`src/rtl/adc_input_conditioner.sv`:
```
// adc_input_conditioner: ADC overrange saturation with optional stretch, test-pattern injection,
// overrange event counting and NCO bus alignment delay ahead of the DDC mixer.
module adc_input_conditioner #(
  parameter int ADBITWIDTH  = 16,
  parameter int NCOBITWIDTH = 25,
  parameter int HOLD_W      = 8,
  parameter int CNT_W       = 16,
  parameter int NCO_DLY     = 1
) (
  input  logic                   clk,
  input  logic                   rst,
  input  logic                   orp,
  input  logic [ADBITWIDTH-1:0]  dataa_in,
  input  logic [NCOBITWIDTH-1:0] datab_in,
  input  logic [NCOBITWIDTH-1:0] datac_in,
  input  logic [ADBITWIDTH-1:0]  sin_val,
  input  logic [1:0]             mode,
  input  logic [ADBITWIDTH-1:0]  const_val,
  input  logic [HOLD_W-1:0]      hold_len,
  input  logic                   ovr_cnt_clr,
  output logic [ADBITWIDTH-1:0]  dataa_out,
  output logic [NCOBITWIDTH-1:0] datab_out,
  output logic [NCOBITWIDTH-1:0] datac_out,
  output logic                   ovr_flag,
  output logic [CNT_W-1:0]       ovr_cnt
);
  typedef enum logic [1:0] {IDLE, SAT, HOLD} state_e;
  state_e                 state_q, state_d;
  logic                   sign_q, sign_d;
  logic [HOLD_W-1:0]      hold_q, hold_d;
  logic                   orp_q;
  logic                   flag_q, sat;
  logic [ADBITWIDTH-1:0]  ramp_q, dataa_q, dataa_d, sat_val;
  logic [CNT_W-1:0]       cnt_q, cnt_d;
  logic [NCOBITWIDTH-1:0] b_q [NCO_DLY];
  logic [NCOBITWIDTH-1:0] c_q [NCO_DLY];
  // orp always wins: it (re)enters SAT from any state and refreshes the saturation sign
  always_comb begin
    state_d = state_q;
    sign_d  = sign_q;
    hold_d  = hold_q;
    if (orp) begin
      state_d = SAT;
      sign_d  = dataa_in[ADBITWIDTH-1];
    end else if (state_q == SAT) begin
      state_d = (hold_len == '0) ? IDLE : HOLD;
      hold_d  = hold_len;
    end else if (state_q == HOLD) begin
      state_d = (hold_q == HOLD_W'(1)) ? IDLE : HOLD;
      hold_d  = hold_q - 1'b1;
    end
  end
  assign sat     = (state_d != IDLE);
  assign sat_val = sign_d ? {1'b1, {(ADBITWIDTH-1){1'b0}}} : {1'b0, {(ADBITWIDTH-1){1'b1}}};
  assign dataa_d = (mode == 2'b10) ? ramp_q :
                   (mode == 2'b11) ? const_val :
                   sat             ? sat_val :
                   mode[0]         ? sin_val : dataa_in;
  assign cnt_d   = ovr_cnt_clr ? '0 :
                   (orp & ~orp_q & ~&cnt_q) ? cnt_q + 1'b1 : cnt_q;
  always_ff @(posedge clk or negedge rst) begin
    if (!rst) begin
      state_q <= IDLE;
      sign_q  <= 1'b0;
      hold_q  <= '0;
      orp_q   <= 1'b0;
      flag_q  <= 1'b0;
      ramp_q  <= '0;
      dataa_q <= '0;
      cnt_q   <= '0;
      for (int i = 0; i < NCO_DLY; i++) begin
        b_q[i] <= '0;
        c_q[i] <= '0;
      end
    end else begin
      state_q <= state_d;
      sign_q  <= sign_d;
      hold_q  <= hold_d;
      orp_q   <= orp;
      flag_q  <= sat;
      ramp_q  <= (mode == 2'b10) ? ramp_q + 1'b1 : '0;
      dataa_q <= dataa_d;
      cnt_q   <= cnt_d;
      b_q[0]  <= datab_in;
      c_q[0]  <= datac_in;
      for (int i = 1; i < NCO_DLY; i++) begin
        b_q[i] <= b_q[i-1];
        c_q[i] <= c_q[i-1];
      end
    end
  end
  assign dataa_out = dataa_q;
  assign datab_out = b_q[NCO_DLY-1];
  assign datac_out = c_q[NCO_DLY-1];
  assign ovr_flag  = flag_q;
  assign ovr_cnt   = cnt_q;
endmodule

```
`config.mk`:
```
export PLATFORM = sky130hd
export DESIGN_NAME = adc_input_conditioner
export DESIGN_NICKNAME = d
export VERILOG_FILES = /design/src/rtl/adc_input_conditioner.sv
export SDC_FILE = /design/constraint.sdc
export NUM_CORES = 1
export LEC_CHECK = 0
export CAP_MARGIN = 20
export CORE_MARGIN = 4
export CORE_UTILIZATION = 25
export CTS_CLUSTER_DIAMETER = 120
export CTS_CLUSTER_SIZE = 12
export DETAILED_ROUTE_END_ITERATION = 10
export PLACE_DENSITY = 0.63
export REMOVE_ABC_BUFFERS = 1
export SYNTH_ARGS = -nofsm -noshare
export SYNTH_HDL_FRONTEND = slang
export SYNTH_SLANG_ARGS = --single-unit
```
`constraint.sdc`:
```
create_clock -name clk -period 5.7 [get_ports clk]
set_input_delay 1.71 -clock clk [delete_from_list [all_inputs] [get_ports clk]]
set_output_delay 1.71 -clock clk [all_outputs]
set_load 0.05 [all_outputs]
```
# Word-level counts from Yosys, hierarchy flattened
# Cells that the tools add are included.
# totals
latch_bits	0
n_memories	0
wordCells	45
out_inout_bits	83
romBits	0
inputBits	112
regBits	111
ram_bits	0
# classes
add_sub_neg	3
reduce_logical	7
n_lt_le_gt_ge	0
mul	0
div	0
shift	0
n_mux	16
eq_ne	5
bitwise_logic	4
# ops
op	count
two-way mux 16 bit	8
adder 16 x 1 -> 16 bit, second input constant	2
two-way mux 8 bit	2
AND reduction 16 bit	1
two-way mux 2 bit	5
== test 8 x 1 -> 1 bit, second input constant	1
logical NOT 8 bit	1
subtractor 8 x 1 -> 8 bit, second input constant	1
== test 2 bit, second input constant	3
nonzero test 2 bit	3
bitwise AND 1 bit	2
== test 2 x 1 -> 1 bit, second input constant	1
inverter 1 bit	2
AND reduction 2 bit	1
logical NOT 1 bit	1
two-way mux 1 bit	1

# Logic depth before layout (Yosys ltp)
# Gate-level depths: netlist of run 1.
# logic_depth
ltp_word	9
mapped_depth	9

# Least setup slack after synthesis of run 1
# No wires, ideal clock.
# synth_timing
path_type	input port to flip-flop
from	in orp
to	reg dataa_q[10] (netlist: dataa_out[10])
arrival_time_ns	2.900
cell_stages	5
setup_slack_ns	2.650
cell_sequence	or2_2 -> o31a_4 -> nor2_1 -> buf_4 -> a221oi_2
# synth_between
elab_chain_cells	5
word_cells_on_any_way	7
classes_between	mux (6); reduce/logical (1)
# synth_rtl
element	line	rtl
start: declaration	12	input logic orp,
two-way mux 2 bit	42	if (orp) begin
nonzero test 2 bit	53	assign sat = (state_d != IDLE);
net sat	32	logic flag_q, sat;
two-way mux 16 bit	57	sat ? sat_val :
two-way mux 16 bit	56	(mode == 2'b11) ? const_val :
two-way mux 16 bit	55	assign dataa_d = (mode == 2'b10) ? ramp_q :
net dataa_d[10]	33	logic [ADBITWIDTH-1:0] ramp_q, dataa_q, dataa_d, sat_val;
end signal: assignment	82	dataa_q <= dataa_d;
end: declaration	33	
# The timed path passes the listed nets, and every way through them passes these cells.
# A chain may end at the register's enable or synchronous reset.

# Worst setup path after layout of run 1
# layout_timing
from	in orp
to	reg dataa_q[4] (netlist: dataa_out[4])
# layout_between
elab_chain_cells	5
word_cells_on_any_way	7
classes_between	mux (6); reduce/logical (1)
# layout_rtl
element	line	rtl
two-way mux 2 bit	42	
net state_d[0]	28	state_e state_q, state_d;
nonzero test 2 bit	53	
net sat	32	
two-way mux 16 bit	57	
two-way mux 16 bit	56	
two-way mux 16 bit	55	
net dataa_d[4]	33	
# The timed path passes the listed nets, and every way through them passes these cells.

==> flow_results.org, run 1 <==
** Status
- The flow ran to the end, and the final reports show no timing, DRC or antenna violations.

** Critical path
- Buf/Inv on CP :: 1
- Critical Path Fanout Max :: 15
- Delay of the slowest cell on the worst path :: between 0.7 and 0.8 ns
- The setup path with the least slack is of type in2reg.
- Broken down by cell family, the worst path's largest delay share belongs to simple AND/OR/NAND/NOR gates.
- Traced cell by cell, the critical path runs through clkdlybuf4s50_1 -> or2_2 -> nand4b_1 -> o31a_4 -> nor2_2 -> a221oi_1.
- STA classifies the critical path startpoint as an input port.
- For the worst setup path, the data required time is 5.87 ns.
- Endpoint arrival time on the critical path :: 3.96 ns
- The worst setup path is captured at a register.
- The slowest stage of the critical path is the nor2_2 cell.

** Clocking
- CTS sink count :: ~110
- TritonCTS Buffers :: 9
- In this run the number of H-tree levels came out at 3.
- Number of buffers inserted for hold repair after clock tree synthesis :: 0
- Post-CTS repair changed the size of 0 cells.
- Clock-pin slew on the worst setup and hold paths :: around 0.080 ns
- Clock Root Buffer :: clkbuf_16
- TritonCTS built the clock tree.
- Post-CTS setup repair buffer count :: 0
- Maximum buffer depth of the clock tree :: 2
- At the later pin of the worst-skew pair, clock insertion delay measures between 0.3 and 0.4 ns.

** Die
- Initial standard-cell utilization of the core :: about a quarter
- Die ar. :: roughly 21,000 sq um
- Overall die height :: 145 um
- Horizontal extent of the die :: between 100 and 150 um
- Total core area :: between 15,000 and 20,000 sq um
- Row cnt :: 49
- Count of pins on the block boundary :: roughly 200

** Route
- The routed layout has 3,665 vias.
- Once detail routing completed, the nets flagged for antenna violations numbered 0.
- Post-DR wirelength/cell :: roughly 17 um
- Wire length after detailed routing :: approximately 14,000 um
- For this block, wires on met1 add up to approximately 5200 um.
- Detailed routing placed a total of about 7500 um of wire on met2.
- After detailed routing, the met3 layer carries around 530 um of wire.
- For this run, design rule violations remaining after detail routing come to 0.
- The first detailed-routing pass took 4 iterations.
- Number of design-rule violations left by the first detailed-router iteration :: approximately 150
- The detailed router used layers up to and including met4.
- Vias per cell :: 4.54

** STA
- Pins over their slew limit :: 0
- Across all hold checks on the routed design, the worst slack comes to 0.497 ns.
- Final setup violating endpoints :: 0
- Worst Max-Slew Pin Slew :: between 0.9 and 1 ns
- Achievable clock frequency :: 0.264 GHz
- Setup TNS :: 0 ns
- Setup slack of the critical path after layout :: around 1.9 ns
- Measured against its own limit, the worst slew margin works out to 33.6%.
- Setup repair after global routing left no endpoint under its margin.
- The hold violation total from the final report came to 0.
- Maximum clock skew at final layout :: around 0.015 ns
- Portion of the clock cycle consumed by the worst path in the final layout :: ~66%
- The worst path needs 3.79 ns of the cycle, external delays included.

** Placement
- Routability-driven placement finished with a final weighted congestion of approximately 0.83.
- Counting tap cells, the placed design contains a total of between 700 and 800 instances.
- Total of buffers placed on input and output ports :: around 190
- Before CTS, the worst setup slack after placement is ~1.6 ns.
- The HPWL after detailed placement is around 11,000 um.

** Synthesis
- Count of yosys warnings during synthesis :: 0
- Synth Area per Inst :: 12.2 sq um
- Of the synthesized area, sequential elements account for between 50 and 60%.
- Area share of the largest cell type after synthesis :: roughly three fifths
- Area of the mapped netlist :: approximately 4700 sq um
- Number of distinct library cell variants in the gate-level netlist after synthesis :: between 40 and 50
- #FFs+latches synth :: between 100 and 150
- Counting every instance in the synthesized netlist gives roughly 380.
- Cell type with the highest aggregate area in the netlist :: dfrtp_1
- Dominant cells by area after synthesis :: dfrtp_1 59%, mux2i_1 6.9%, nor2_1 3.5%

** Power
- The worst-case IR drop observed on VDD is roughly 0.13 mV.
- Pleak :: between 2 and 3 nW
- Power density relative to cell area :: roughly 280 nW/um^2

** Layout
- The layout has between 1,500 and 2,000 filler cells.
- P&R area growth vs syn :: 52.7%
- Non-filler instance count after layout :: just over 800
- Of the cells placed in the final design, the portion with a size suffix greater than 1 is around 8.0%.
- In the final design database the tool counted just under 700 nets.
- Leaving out fill and tap cells, the most frequent cells in the layout are 192 x clkdlybuf4s50_1, 111 x dfrtp_1, 42 x nor2_1.
- Most common cell after layout, fill and taps aside :: clkdlybuf4s50_1
- Count of antenna diodes in the layout :: 0

** Global routing
- Largest net degree at the start of global routing :: 53
- The number of global-route vias before repair came to roughly 3,800.
- The total overflow left after global routing is 0.
- Antenna violations before repair :: 0
- Overall routing resource usage :: 13.0%
- The first global-routing pass estimated about 21,000 um of wire.

** Hold path
- Type of the most critical hold path :: reg2reg

** Flow run
- MaxCap Viol Count :: 0
==> synth_stat cells <==
master and number:
nand3_1 10, mux2i_1 32, and4b_1 1, o31a_4 1, nand2_1 19, nor4_1 6, clkbuf_1 15, and3b_1 1
and2_1 4, nand2b_1 3, and4_1 3, and4bb_2 1, inv_1 7, a311oi_1 1, buf_12 1, a21oi_2 1
dfrtp_1 111, buf_4 1, or2_2 2, xor2_1 11, o21ai_0 15, a22oi_1 3, nor4_4 2, nand4_1 9
a31o_2 1, a21boi_2 1, nand4b_1 1, a221oi_2 10, or3_1 2, ha_1 7, nor2b_1 5, nor2_1 43
buf_6 2, mux2_2 5, and3_1 7, a221oi_1 5, nor3_1 7, nor3b_1 1, mux2_1 1, a21oi_1 14
xnor2_1 12
==> final cells by class <==
cell class / instances / area (sq um) / area share, %
flip-flops and latches: 111 / 2780 / 38.9
multi-input cells: 247 / 1770 / 24.8
clock inverters: 7 / 100 / 1.40
repair buffers: 197 / 1960 / 27.4
clock buffers: 9 / 225 / 3.15
inverters: 7 / 26.3 / 0.368
well taps: 229 / 287 / 4.01
==> metrics by stage <==
step | util (%) | area [sq um] | total power [W]
3_5_place_dp | 37.4 | 6820 | 0.00139
2_1_floorplan | - | 4570 | 0.00116
5_1_grt | 39.2 | 7140 | 0.00213
3_3_place_gp | 37.4 | 6820 | 0.00138
4_1_cts | 39.2 | 7140 | 0.00206
6_report | 39.2 | 7140 | 0.00203
==> path summary, 6_finish.rpt <==
path                                 start            end  slack, ns  depth (start not counted)
worst max register to register  state_q[1]   dataa_out[4]       2.83                          7
max in group asynchronous              rst      ramp_q[9]       3.52                          2
worst min register to register   ramp_q[0]      ramp_q[0]       0.50                          1
worst min-delay path             ramp_q[0]      ramp_q[0]       0.50                          1
worst max-delay path                   orp   dataa_out[4]       1.91                          6
min in group asynchronous              rst  datac_out[16]       1.21                          1
==> flip-flops by register name, summed over array words and instances, names as in the netlist, 2 cells and up <==
signal,cells
ramp_q,16
state_q,2
datac_out,25
hold_q,8
ovr_cnt,16
datab_out,25
dataa_out,16
==> power breakdown <==
part           switching [W]  internal [W]  total, W  leakage, nW
registers          0.0000578      0.000850  0.000907         1.37
logic               0.000266      0.000197  0.000463         1.45
clock network       0.000336      0.000321  0.000657        0.152
==> layer usage <==
layer  vias to the layer above  track usage, %
met5                         -               0
met4                         0            5.06
met3                        13            2.43
met2                        86            23.5
met1                      1833            15.2
li1                       1733               -
==> logic make-up (layout without fill, tap and decap cells) <==
logic type / after synthesis / in the layout / synth area share [%]
AO/OA/AOI/OAI: 52 / 52 / 8.91
flip-flops: 111 / 111 / 59.4
multiplexers: 38 / 38 / 8.30
adder cells (fa/ha/maj): 7 / 7 / 1.87
AND/OR/NAND/NOR: 127 / 127 / 14.4
XOR/XNOR: 23 / 23 / 4.31
buffers and inverters: 26 / 220 / 2.84
Note: power is estimated with default switching activity, not from simulation.
==> inputs of run 2 (changes only) <==
PLACE_DENSITY = 0.65   (was 0.63)
clock period = 3.4 ns   (was 5.7 ns; I/O delays follow)
==> run 2 against run 1 <==
Against the previous run: critical path depth did not move; sequential share of layout area fell by 0.068 points; largest cell class unchanged; critical path type unchanged; routed wire length fell by 0.38%; count of clock-buffer cells in the layout did not move; worst setup slack got worse by 1.2 ns; clock power rose by 58%; register-to-register slack got worse by 2.0 ns.
==> flow_results.org, run 2 (synthesis results as in run 1) <==
** Layout
- Share of post-route cells with drive strength above 1 :: 8.59% (+0.63 points)
- Number of filler cells placed in the layout :: 1,727 (+1.2%)
- Leaving out fill and tap cells, the most frequent cell in the layout is clkdlybuf4s50_1.
- The final-stage net count was 697 (+0.72%).
- The library cells used most frequently in the layout, excluding fill and tap cells, are 192 x clkdlybuf4s50_1, 111 x dfrtp_1, 42 x nor2_1.
- Final instance area :: 7150 sq um (+0.18%)
- Non-filler instance count after layout :: 811 (+0.50%)
- P&R area growth vs syn :: 53.0%
- Count of antenna diodes in the layout :: 0 (unchanged)

** Clocking
- The number of gates given a new drive strength after cts is 0 (unchanged).
- The post-CTS clock slew at the launch and capture registers of the worst setup and hold paths was 0.08 ns (about the same).
- The clock latency on the worst-skew pair came to 0.35 ns (about the same).
- TritonCTS built the clock tree.
- Post-CTS setup repair buffer count :: 0 (unchanged)
- The maximum root-to-sink buffer count is 2 (unchanged).
- The maximum level of the CTS H-tree was 3 (unchanged).
- The cell sitting at the root of the clock tree is a clkbuf_16.
- The total clock sinks came to 111 (unchanged).
- The number of buffers added to fix hold violations after cts is 0 (unchanged).
- TritonCTS Buffers :: 9 (unchanged)

** Critical path
- STA classifies the critical path endpoint as a register.
- The setup slack of the worst register-to-register path is 0.81 ns (-2.02 ns).
- The worst reg-to-reg path cell count came to 7 (unchanged).
- CP max-delay cell :: clkdlybuf4s50_1
- Critical Path Fanout Max :: 15 (unchanged)
- In this run the critical register-to-register path is captured at dataa_out[4].
- STA classifies the critical path startpoint as an input port.
- Delay of the slowest cell on the worst path :: 0.44 ns (-0.31 ns)
- The critical path is of the in2reg type.
- Critical path, cell by cell :: clkdlybuf4s50_1 -> nor4_1 -> nand4b_1 -> o31a_4 -> and3b_1 -> a221oi_1
- Endpoint arrival time on the critical path :: 2.93 ns (-1.03 ns)
- Data required time of the worst path :: 3.63 ns (-2.24 ns)
- Worst r2r src :: state_q[1]

** STA
- Clock period minus worst slack :: roughly 2.7 ns
- Portion of the clock cycle consumed by the worst path in the final layout :: 79.3%
- Static timing analysis puts the maximum clock frequency at 0.371 GHz.
- Unrepaired setup endpoints after global routing :: false
- Hold violation total from the final report :: 0 (unchanged)
- Pins over their slew limit :: 0 (unchanged)
- The setup TNS after final layout came to 0 ns (unchanged).
- The total of endpoints with negative setup slack in the final report was 0 (unchanged).
- Hold_ws :: 0.484 ns (-0.0135 ns)
- The worst relative slew slack was 45.5% (+12 points).
- Worst Max-Slew Pin Slew :: 0.817 ns (-0.178 ns)
- The worst-case clock skew came to 0.00823 ns (-0.00653 ns).

** Die
- Overall die height :: 145 um (unchanged)
- Initial standard-cell utilization of the core :: 25.7% (unchanged)
- The core footprint came to 18,200 sq um (unchanged).
- Die ar. :: 21,000 sq um (unchanged)
- Horizontal extent of the die :: 145 um (unchanged)
- Count of pins on the block boundary :: 195 (unchanged)
- Row cnt :: 49 (unchanged)

** Placement
- Number of instances in the placed design :: 796 (+0.63%)
- The post-place instance area came to 6870 sq um (+0.73%).
- The final HPWL from detailed placement came to 10,500 um (-0.79%).
- Total of buffers placed on input and output ports :: 194 (unchanged)
- Placer congestion estimate :: 0.816 (-2.1%)

** Route
- Post-DR wirelength/cell :: 16.7 um (-0.87%)
- The violation count after the first detailed-routing iteration was 96 (-35%).
- The final wirelength was 13,500 um (-0.38%).
- The via total after detailed routing was 3,642 (-0.63%).
- The count of nets left with antenna violations after detail routing is 0 (unchanged).
- The number of DRC violations after detailed routing is 0 (unchanged).
- The number of vias per cell was 4.49 (-1.1%).
- The total iterations of the first detailed-routing run was 5 (+1).

** Power
- The static power due to leakage came to 2.99 nW (+0.62%).
- The total power was 0.00334 W (+65%).
- The worst ir drop on vdd came to 0.202 mV (+50%).
- Power density relative to cell area :: 467 nW/um^2 (+65%)

** Global routing
- The maximum number of pins on one net before global-route repair is 49 (-7.5%).
- The global-route wire length before repair is 21,300 um (+1.4%).
- Antenna violations before repair :: 0 (unchanged)
- The number of global-route vias before repair is 3,886 (+1.8%).
- The global-route usage over all layers is 13.2% (+0.20 points).
- The total congestion overflow after global routing was 0 (unchanged).

** Hold path
- Type of the most critical hold path :: reg2reg
- Hold Path Depth :: 1 (unchanged)
- The worst hold path begins at ramp_q[0].
- Worst min-delay path endpoint :: ramp_q[0]

** Status
- The flow ran to the end, and the final reports show no timing, DRC or antenna violations.

** Flow run
- MaxCap Viol Count :: 0 (unchanged)
[run 2: changes by cell type in the layout (fill, tap and decap cells not counted)]
cell | previous run | this run
clkinv_8 | 4 | 1
clkinv_4 | 0 | 2
inv_6 | 0 | 2
inv_12 | 1 | 0
buf_12 | 0 | 1
buf_4 | 4 | 8
clkinvlp_4 | 1 | 0
[run 2: layout make-up]
cell class              instances  area, sq um  share of cell area [%]
inverters                       7         26.3                   0.367
well taps                     229          287                    4.01
multi-input cells             247         1770                    24.7
repair buffers                202         2010                    28.1
clock inverters                 6         62.6                   0.875
flip-flops and latches        111         2780                    38.8
clock buffers                   9          225                    3.15
[run 2: layer usage]
layer  wire, um  part of all wire [%]  global-route usage, %
met1       5480                    41                   16.2
met2       7220                    53                   22.9
met3        538                   4.0                   2.66
met4        262                   1.9                   4.81
met5          0                     0                      0
[run 2: worst max path at each step]
stage | start | to
finish | hold_len[5] | dataa_out[4]
global route | hold_len[5] | dataa_out[2]
floorplan | orp | dataa_out[0]
global placement | hold_len[5] | dataa_out[1]
detailed placement | hold_len[5] | dataa_out[4]
CTS | ovr_cnt[10] | ovr_cnt[10]
[run 2: power breakdown]
part,switching [W],total (W),internal [W]
clock,0.000524,0.00104,0.000514
sequential,0.0000973,0.00152,0.00142
combinational,0.000447,0.000784,0.000336
total,0.00107,0.00334,0.00227
[run 2: through the flow]
stage	utilization, %	setup slack [ns]
2_1_floorplan	-	0.600
3_3_place_gp	37.7	0.388
4_1_cts	39.3	0.696
6_report	39.3	0.703
3_5_place_dp	37.7	0.341
5_1_grt	39.3	0.526
[run 2: worst max-delay path, delay by kind of cell]
family / cells / cell delay (ns)
AND/OR/NAND/NOR: 3 / 0.95
buffers and inverters: 1 / 0.44
AO/OA/AOI/OAI: 2 / 0.52
